**src/rtl/mem_stage_if.sv**
```systemverilog
// mem_stage_if: data-memory req/ack bus between the MEM stage (master) and memory (slave)
interface mem_stage_if #(
  parameter int WIDTH = 32
);
  logic             mem_req;
  logic             mem_we;
  logic [WIDTH-1:0] mem_addr;
  logic [3:0]       mem_be;
  logic [WIDTH-1:0] mem_wdata;
  logic             mem_ack;
  logic [WIDTH-1:0] mem_rdata;
  modport master (
    output mem_req, mem_we, mem_addr, mem_be, mem_wdata,
    input  mem_ack, mem_rdata
  );
  modport slave (
    input  mem_req, mem_we, mem_addr, mem_be, mem_wdata,
    output mem_ack, mem_rdata
  );
endinterface

```
**src/rtl/mem_stage.sv**
```systemverilog
// mem_stage: MEM pipeline stage with req/ack loads/stores, stall, timeout BusErr; optional MEM_ALIGN_CHECK_EN
`ifndef WIDTH
`define WIDTH 32
`endif
`ifndef NOP
`define NOP 6'h00
`endif
`ifndef LW
`define LW 6'h23
`endif
`ifndef LH
`define LH 6'h21
`endif
`ifndef LD
`define LD 6'h20
`endif
`ifndef SW
`define SW 6'h2B
`endif
`ifndef SH
`define SH 6'h29
`endif
`ifndef SD
`define SD 6'h28
`endif

module mem_stage #(
  parameter int WIDTH       = `WIDTH,
  parameter int ACK_TIMEOUT = 255
) (
  input  logic             clk,
  input  logic             rst,
  input  logic [WIDTH-1:0] IR_in,
  input  logic [WIDTH-3:0] PC_in,
  input  logic [WIDTH-1:0] Z_in,
  input  logic [WIDTH-1:0] Addr_in,
  output logic             IsStall,
  output logic [WIDTH-1:0] IR_out,
  output logic [WIDTH-3:0] PC_out,
  output logic [WIDTH-1:0] Z_out,
  output logic [WIDTH-1:0] LMD,
  output logic             BusErr,
  mem_stage_if.master      bus
);
  typedef enum logic [1:0] {IDLE, ACCESS, DONE} state_t;
  localparam logic [5:0] OP_NOP = `NOP;
  localparam logic [5:0] OP_LW  = `LW;
  localparam logic [5:0] OP_LH  = `LH;
  localparam logic [5:0] OP_LD  = `LD;
  localparam logic [5:0] OP_SW  = `SW;
  localparam logic [5:0] OP_SH  = `SH;
  localparam logic [5:0] OP_SD  = `SD;
  localparam logic [WIDTH-1:0] NOP_IR = {OP_NOP, {(WIDTH-6){1'b0}}};

  state_t           state_q, state_d;
  logic [WIDTH-1:0] ir_q, z_q, addr_q, lmd_q, load_ext;
  logic [WIDTH-3:0] pc_q;
  logic [7:0]       cnt_q;
  logic [5:0]       op_in, op_q;
  logic [15:0]      half_lane;
  logic [7:0]       byte_lane;
  logic             berr_q, err_d, in_mem, q_mem, in_bad, q_bad;
  logic             accept, timeout, acc, is_load, is_store, is_word, is_half, is_byte;

  function automatic logic is_mem_op(input logic [5:0] op);
    return op inside {OP_LW, OP_LH, OP_LD, OP_SW, OP_SH, OP_SD};
  endfunction

  assign op_in  = IR_in[WIDTH-1 -: 6];
  assign op_q   = ir_q[WIDTH-1 -: 6];
  assign in_mem = is_mem_op(op_in);
  assign q_mem  = is_mem_op(op_q);

`ifdef MEM_ALIGN_CHECK_EN
  function automatic logic misaligned(input logic [5:0] op, input logic [1:0] a);
    return ((op == OP_LW || op == OP_SW) && a != 2'b00) || ((op == OP_LH || op == OP_SH) && a[0]);
  endfunction
  assign in_bad = misaligned(op_in, Addr_in[1:0]);
  assign q_bad  = misaligned(op_q, addr_q[1:0]);
`else
  assign in_bad = 1'b0;
  assign q_bad  = 1'b0;
`endif

  assign acc      = state_q == ACCESS;
  assign is_word  = op_q == OP_LW || op_q == OP_SW;
  assign is_half  = op_q == OP_LH || op_q == OP_SH;
  assign is_byte  = op_q == OP_LD || op_q == OP_SD;
  assign is_load  = op_q inside {OP_LW, OP_LH, OP_LD};
  assign is_store = op_q inside {OP_SW, OP_SH, OP_SD};
  // Last ACCESS cycle without an ack; an ack in this same cycle takes priority.
  assign timeout  = acc && !bus.mem_ack && cnt_q == 8'(ACK_TIMEOUT - 1);
  // A new EXE result is taken in IDLE (unless a memory op is still waiting to start) and in DONE.
  assign accept   = (state_q == IDLE && !q_mem) || state_q == DONE;
  assign err_d    = (state_q == IDLE && (q_mem ? q_bad : in_mem && in_bad)) || timeout;

  assign half_lane = bus.mem_rdata[{addr_q[1], 4'b0000} +: 16];
  assign byte_lane = bus.mem_rdata[{addr_q[1:0], 3'b000} +: 8];
  assign load_ext  = is_half ? {{(WIDTH-16){half_lane[15]}}, half_lane}
                   : is_byte ? {{(WIDTH-8){byte_lane[7]}}, byte_lane}
                   : bus.mem_rdata;

  // State register.
  always_ff @(posedge clk) begin
    state_q <= rst ? IDLE : state_d;
  end

  // Next state: memory ops enter ACCESS (or DONE directly when rejected), ack/timeout end ACCESS.
  always_comb begin
    state_d = state_q == IDLE   ? (q_mem  ? (q_bad  ? DONE : ACCESS)
                                : in_mem ? (in_bad ? DONE : ACCESS) : IDLE)
            : state_q == ACCESS ? ((bus.mem_ack || timeout) ? DONE : ACCESS)
            : IDLE;
  end

  // Outputs: stall and bubble while a transfer is pending, bus driven only in ACCESS.
  always_comb begin
    IsStall       = acc || (state_q == IDLE && q_mem);
    IR_out        = (state_q == DONE || (state_q == IDLE && !q_mem)) ? ir_q : NOP_IR;
    bus.mem_req   = acc;
    bus.mem_we    = acc && is_store;
    bus.mem_addr  = acc ? {addr_q[WIDTH-1:2], 2'b00} : '0;
    bus.mem_be    = !acc   ? 4'h0
                  : is_word ? 4'hF
                  : is_half ? (addr_q[1] ? 4'hC : 4'h3)
                  : 4'b0001 << addr_q[1:0];
    bus.mem_wdata = !acc   ? '0
                  : is_word ? z_q
                  : is_half ? {(WIDTH/16){z_q[15:0]}}
                  : {(WIDTH/8){z_q[7:0]}};
  end

  // Datapath registers: EXE capture, timeout counter, load data and the error pulse.
  always_ff @(posedge clk) begin
    if (rst) begin
      ir_q   <= NOP_IR;
      pc_q   <= '0;
      z_q    <= '0;
      addr_q <= '0;
      lmd_q  <= '0;
      cnt_q  <= '0;
      berr_q <= 1'b0;
    end else begin
      if (accept) begin
        ir_q   <= IR_in;
        pc_q   <= PC_in;
        z_q    <= Z_in;
        addr_q <= Addr_in;
      end
      cnt_q  <= acc ? cnt_q + 8'd1 : 8'd0;
      if (acc && bus.mem_ack && is_load)
        lmd_q <= load_ext;
      else if (err_d)
        lmd_q <= '0;
      berr_q <= err_d;
    end
  end

  assign PC_out = pc_q;
  assign Z_out  = z_q;
  assign LMD    = lmd_q;
  assign BusErr = berr_q;
endmodule
```
**src/flat_wrapper.sv**
```systemverilog
// flat-port wrapper written by rule: the top's interface ports become plain ports
module mem_stage_flat 
#(
  parameter int WIDTH       = `WIDTH,
  parameter int ACK_TIMEOUT = 255
)
  (clk, rst, IR_in, PC_in, Z_in, Addr_in, IsStall, IR_out, PC_out, Z_out, LMD, BusErr, bus_mem_req, bus_mem_we, bus_mem_addr, bus_mem_be, bus_mem_wdata, bus_mem_ack, bus_mem_rdata);
  mem_stage_if #(.WIDTH(WIDTH)) bus_i ();
  input  logic clk;
  input  logic rst;
  input  logic [WIDTH-1:0] IR_in;
  input  logic [WIDTH-3:0] PC_in;
  input  logic [WIDTH-1:0] Z_in;
  input  logic [WIDTH-1:0] Addr_in;
  output logic IsStall;
  output logic [WIDTH-1:0] IR_out;
  output logic [WIDTH-3:0] PC_out;
  output logic [WIDTH-1:0] Z_out;
  output logic [WIDTH-1:0] LMD;
  output logic BusErr;
  output wire logic [$bits(bus_i.mem_req)-1:0] bus_mem_req;
  output wire logic [$bits(bus_i.mem_we)-1:0] bus_mem_we;
  output wire logic [$bits(bus_i.mem_addr)-1:0] bus_mem_addr;
  output wire logic [$bits(bus_i.mem_be)-1:0] bus_mem_be;
  output wire logic [$bits(bus_i.mem_wdata)-1:0] bus_mem_wdata;
  input wire logic [$bits(bus_i.mem_ack)-1:0] bus_mem_ack;
  input wire logic [$bits(bus_i.mem_rdata)-1:0] bus_mem_rdata;
  assign bus_mem_req = bus_i.mem_req;
  assign bus_mem_we = bus_i.mem_we;
  assign bus_mem_addr = bus_i.mem_addr;
  assign bus_mem_be = bus_i.mem_be;
  assign bus_mem_wdata = bus_i.mem_wdata;
  assign bus_i.mem_ack = bus_mem_ack;
  assign bus_i.mem_rdata = bus_mem_rdata;
  mem_stage #(.WIDTH(WIDTH), .ACK_TIMEOUT(ACK_TIMEOUT)) u_core (.clk(clk), .rst(rst), .IR_in(IR_in), .PC_in(PC_in), .Z_in(Z_in), .Addr_in(Addr_in), .IsStall(IsStall), .IR_out(IR_out), .PC_out(PC_out), .Z_out(Z_out), .LMD(LMD), .BusErr(BusErr), .bus(bus_i));
endmodule
```
**config.mk**
```make
export PLATFORM = sky130hd
export DESIGN_NAME = mem_stage_flat
export DESIGN_NICKNAME = d
export VERILOG_FILES = /design/src/rtl/mem_stage_if.sv /design/src/rtl/mem_stage.sv /design/src/flat_wrapper.sv
export SDC_FILE = /design/constraint.sdc
export NUM_CORES = 1
export LEC_CHECK = 0
export ABC_AREA = 1
export BUFFER_PORTS_ARGS = -buffer_cell sky130_fd_sc_hd__buf_2
export CORE_MARGIN = 10
export CORE_UTILIZATION = 25
export CTS_BUF_LIST = sky130_fd_sc_hd__clkbuf_2 sky130_fd_sc_hd__clkbuf_4 sky130_fd_sc_hd__clkbuf_8
export DETAILED_ROUTE_END_ITERATION = 12
export PLACE_DENSITY = 0.45
export SYNTH_ARGS = -nofsm -noshare
export SYNTH_HDL_FRONTEND = slang
export SYNTH_SLANG_ARGS = --single-unit
```
**constraint.sdc**
```tcl
create_clock -name clk -period 2.2 [get_ports clk]
set_input_delay 0.44 -clock clk [delete_from_list [all_inputs] [get_ports clk]]
set_output_delay 0.44 -clock clk [all_outputs]
set_load 0.02 [all_outputs]
```
==> run metrics <==
critical path required time=1.76 ns; most frequent cells in the layout=buf_2 (300), nor2_1 (278), dfxtp_1 (162); die area=0.03776 mm^2; Pleak=5.494 nW; Critical Path Start Type=flop; min-delay worst type=input pin to flop; violated checks=setup timing; WL final=34740 um; Worst Clk Skew=0.02650 ns; final setup violation count=46; Initial Utilization=25.50%; DRC errors left=0; syn avg cell area=6.765 um^2; Post-Syn Area=0.007597 mm^2; Synth Area in Simple Gates=25.97%; Worst EP arrival=1.85 ns; slowest stage cell, crit path=dfxtp_2; Syn. warnings=0; routability cong.=0.8168; first-pass GRT wire length=51070 um; Post-DRT Antenna Nets=0; dpl ws=0.1960 ns; H-Tree Depth=4; Synth Area in Compound Gates=17.42%; crit path time final=2.288 ns; Rows=63; Die W=194.3 um; final std cells w/o fill=1896; adder-cell share of the synthesized area=0.3294%; DR pass1 iterations=5; internal power=5.872 mW; DRT iter0 DRCs=411; root buf cell=clkbuf_8; buffers plus inverters on the worst setup path=4; period utilisation layout=104.0%; grt ovf=0; Min Hold Slack=0.1911 ns; crit-path most repeated cell=buf_6; setup TNS=-1.491 ns; CTS tree=built; Gate Count Post-Synth=1123; CP Class=flop to output pin; placed instance area=0.009889 mm^2; Power, Total=10.26 mW; DPL Wire Length=26100 um; top cell type's share of synthesized area=44.53%; WL/cell=18.32 um; area leader, netlist=dfxtp_1; ratio of cells with drive above 1 in the final layout=35.82%; RSZ-0062 raised after global routing=true; vias in the first global route=8573; register clock-pin slew on the reported worst setup and hold paths=0.12 ns; GRT Overall Usage=17.13%; Final Hold Fails=0; switch share=42.80%; initial antenna violation count=9; I/O Buffers=356; Flop pwr share=37.2%; Slew Limit Fails=0; combinational share of power=39.6%; total core area=0.02980 mm^2; leading cell type in the layout, fill and taps excluded=buf_2; FF+latch count, synth=169; largest family of logic cells by synthesized area=simple AND/OR/NAND/NOR gates; sequential fraction of the synthesis area=44.53%; status=finished, violations left; fmax=437.0 MHz; Post-Synth XOR/XNOR Area=0.2306%; crit-path leading delay family=buffers and inverters; maximum vdd drop=0.3711 mV; Die Y=194.3 um; mux cell area share after synthesis=0%; NetSw=4.393 mW; P&R area growth vs syn=47.09%; pwr/cell area=918.6 mW/mm^2; CP max FO=7; crit-path max cell delay=0.35 ns; io pins=359; clock share of power=23.1%; Main synth FF type=dfxtp_1; final setup margin=-0.08842 ns; Nets=1652; Distinct cells, synth=33; Num CTS Buffers=17; clk buf depth=2; Vias/cell=4.489; post-route cell area=0.01117 mm^2; placed cells=1832; crit-path cells=buf_6 -> nor2_4 -> nand4_1 -> buf_6 -> clkbuf_16 -> o22ai_2 -> nor2_1 -> buf_4; largest net degree at the start of global routing=63; EDFF count, synth=0; Vias=8511; Setup crit end kind=output pin; top cells by area, synth=dfxtp_1 (45%), nor2_1 (15%), a21oi_1 (7.0%); max-cap violations=0; Final Core Density=37.50%; Fillers=3325; clk sinks=169; Synth async-reset ratio=0%; Clock Latency Late Sink=0.48 ns
[synthesized netlist by cell type, types with 7 or more instances]
cell type / instances
clkbuf_1: 33
buf_6: 7
o21ai_1: 80
nor3_1: 12
nand3_1: 35
nor2_1: 302
o22ai_1: 8
nand4_1: 9
o21ai_0: 67
a21oi_1: 106
nand2_1: 110
buf_4: 8
dfxtp_1: 169
inv_1: 123
buf_2: 21
[state kept, by name (all words and copies together), names as in the netlist]
| name | cells |
|---|---|
| u_core.Z_out | 32 |
| u_core.cnt_q | 8 |
| u_core.state_q | 2 |
| u_core.ir_q | 32 |
| u_core.BusErr | 1 |
| u_core.PC_out | 30 |
| u_core.LMD | 32 |
| u_core.addr_q | 32 |
[path summary, 6_finish.rpt]
check / cells after the start / to / slack, ns / start
hold reg to reg: 2 / u_core.cnt_q[4] / 0.46 / u_core.cnt_q[4]
setup / recovery: 8 / bus_mem_wdata[29] / -0.09 / u_core.ir_q[28]
hold / removal: 3 / u_core.PC_out[5] / 0.19 / PC_in[5]
setup reg to reg: 11 / u_core.Z_out[16] / 0.39 / u_core.ir_q[26]
[power by group through the flow]
stage | Clock [mW] | Combinational [mW] | Sequential, mW
floorplan | 0 | 1.99 | 4.10
detailed placement | 0 | 3.60 | 3.85
CTS | 2.49 | 3.78 | 3.80
global route | 2.60 | 4.46 | 3.88
finish | 2.37 | 4.07 | 3.82
global placement | 0 | 3.60 | 3.84
[per-layer routing]
layer	global-route usage, %	wire length (um)	vias to the layer above
li1	-	-	4296
met1	18.87	13770	3893
met2	29.39	17210	271
met3	7.159	3028	41
met4	5.139	678	10
met5	0	62	-
[kinds of logic (layout without fill, tap and decap cells)]
logic type,count (synthesis),after routing
compound gates,262,262
xor+xnor,2,2
fa+ha+maj,2,2
buf+inv,203,579
flops,169,169
other cells,1,6
simple gates,484,486
[area by class of cell]
class / count / area [um^2] / share of cell area [%]
inverters: 131 / 498.0 / 4.456
flip-flops and latches: 169 / 3397 / 30.40
well taps: 390 / 488.0 / 4.367
clock inverters: 15 / 192.7 / 1.724
diodes: 4 / 10.01 / 0.08958
repair buffers: 416 / 2671 / 23.91
multi-input cells: 754 / 3684 / 32.96
clock buffers: 17 / 234.0 / 2.094
[worst min-delay path, stage by stage]
cell,delay [ns]
buf_2,0.08
o21ai_1,0.05
nor2_1,0.07
[timing repair]
item	4_1_cts	5_1_grt
hold buffers	0	0
endpoints found under the hold margin	0	0
buffers inserted	9	11
cloned	2	6
endpoints found under the setup margin	93	92
pin swaps	5	11
gates resized for setup	70	109
Note: power is estimated with default switching activity, not from simulation.
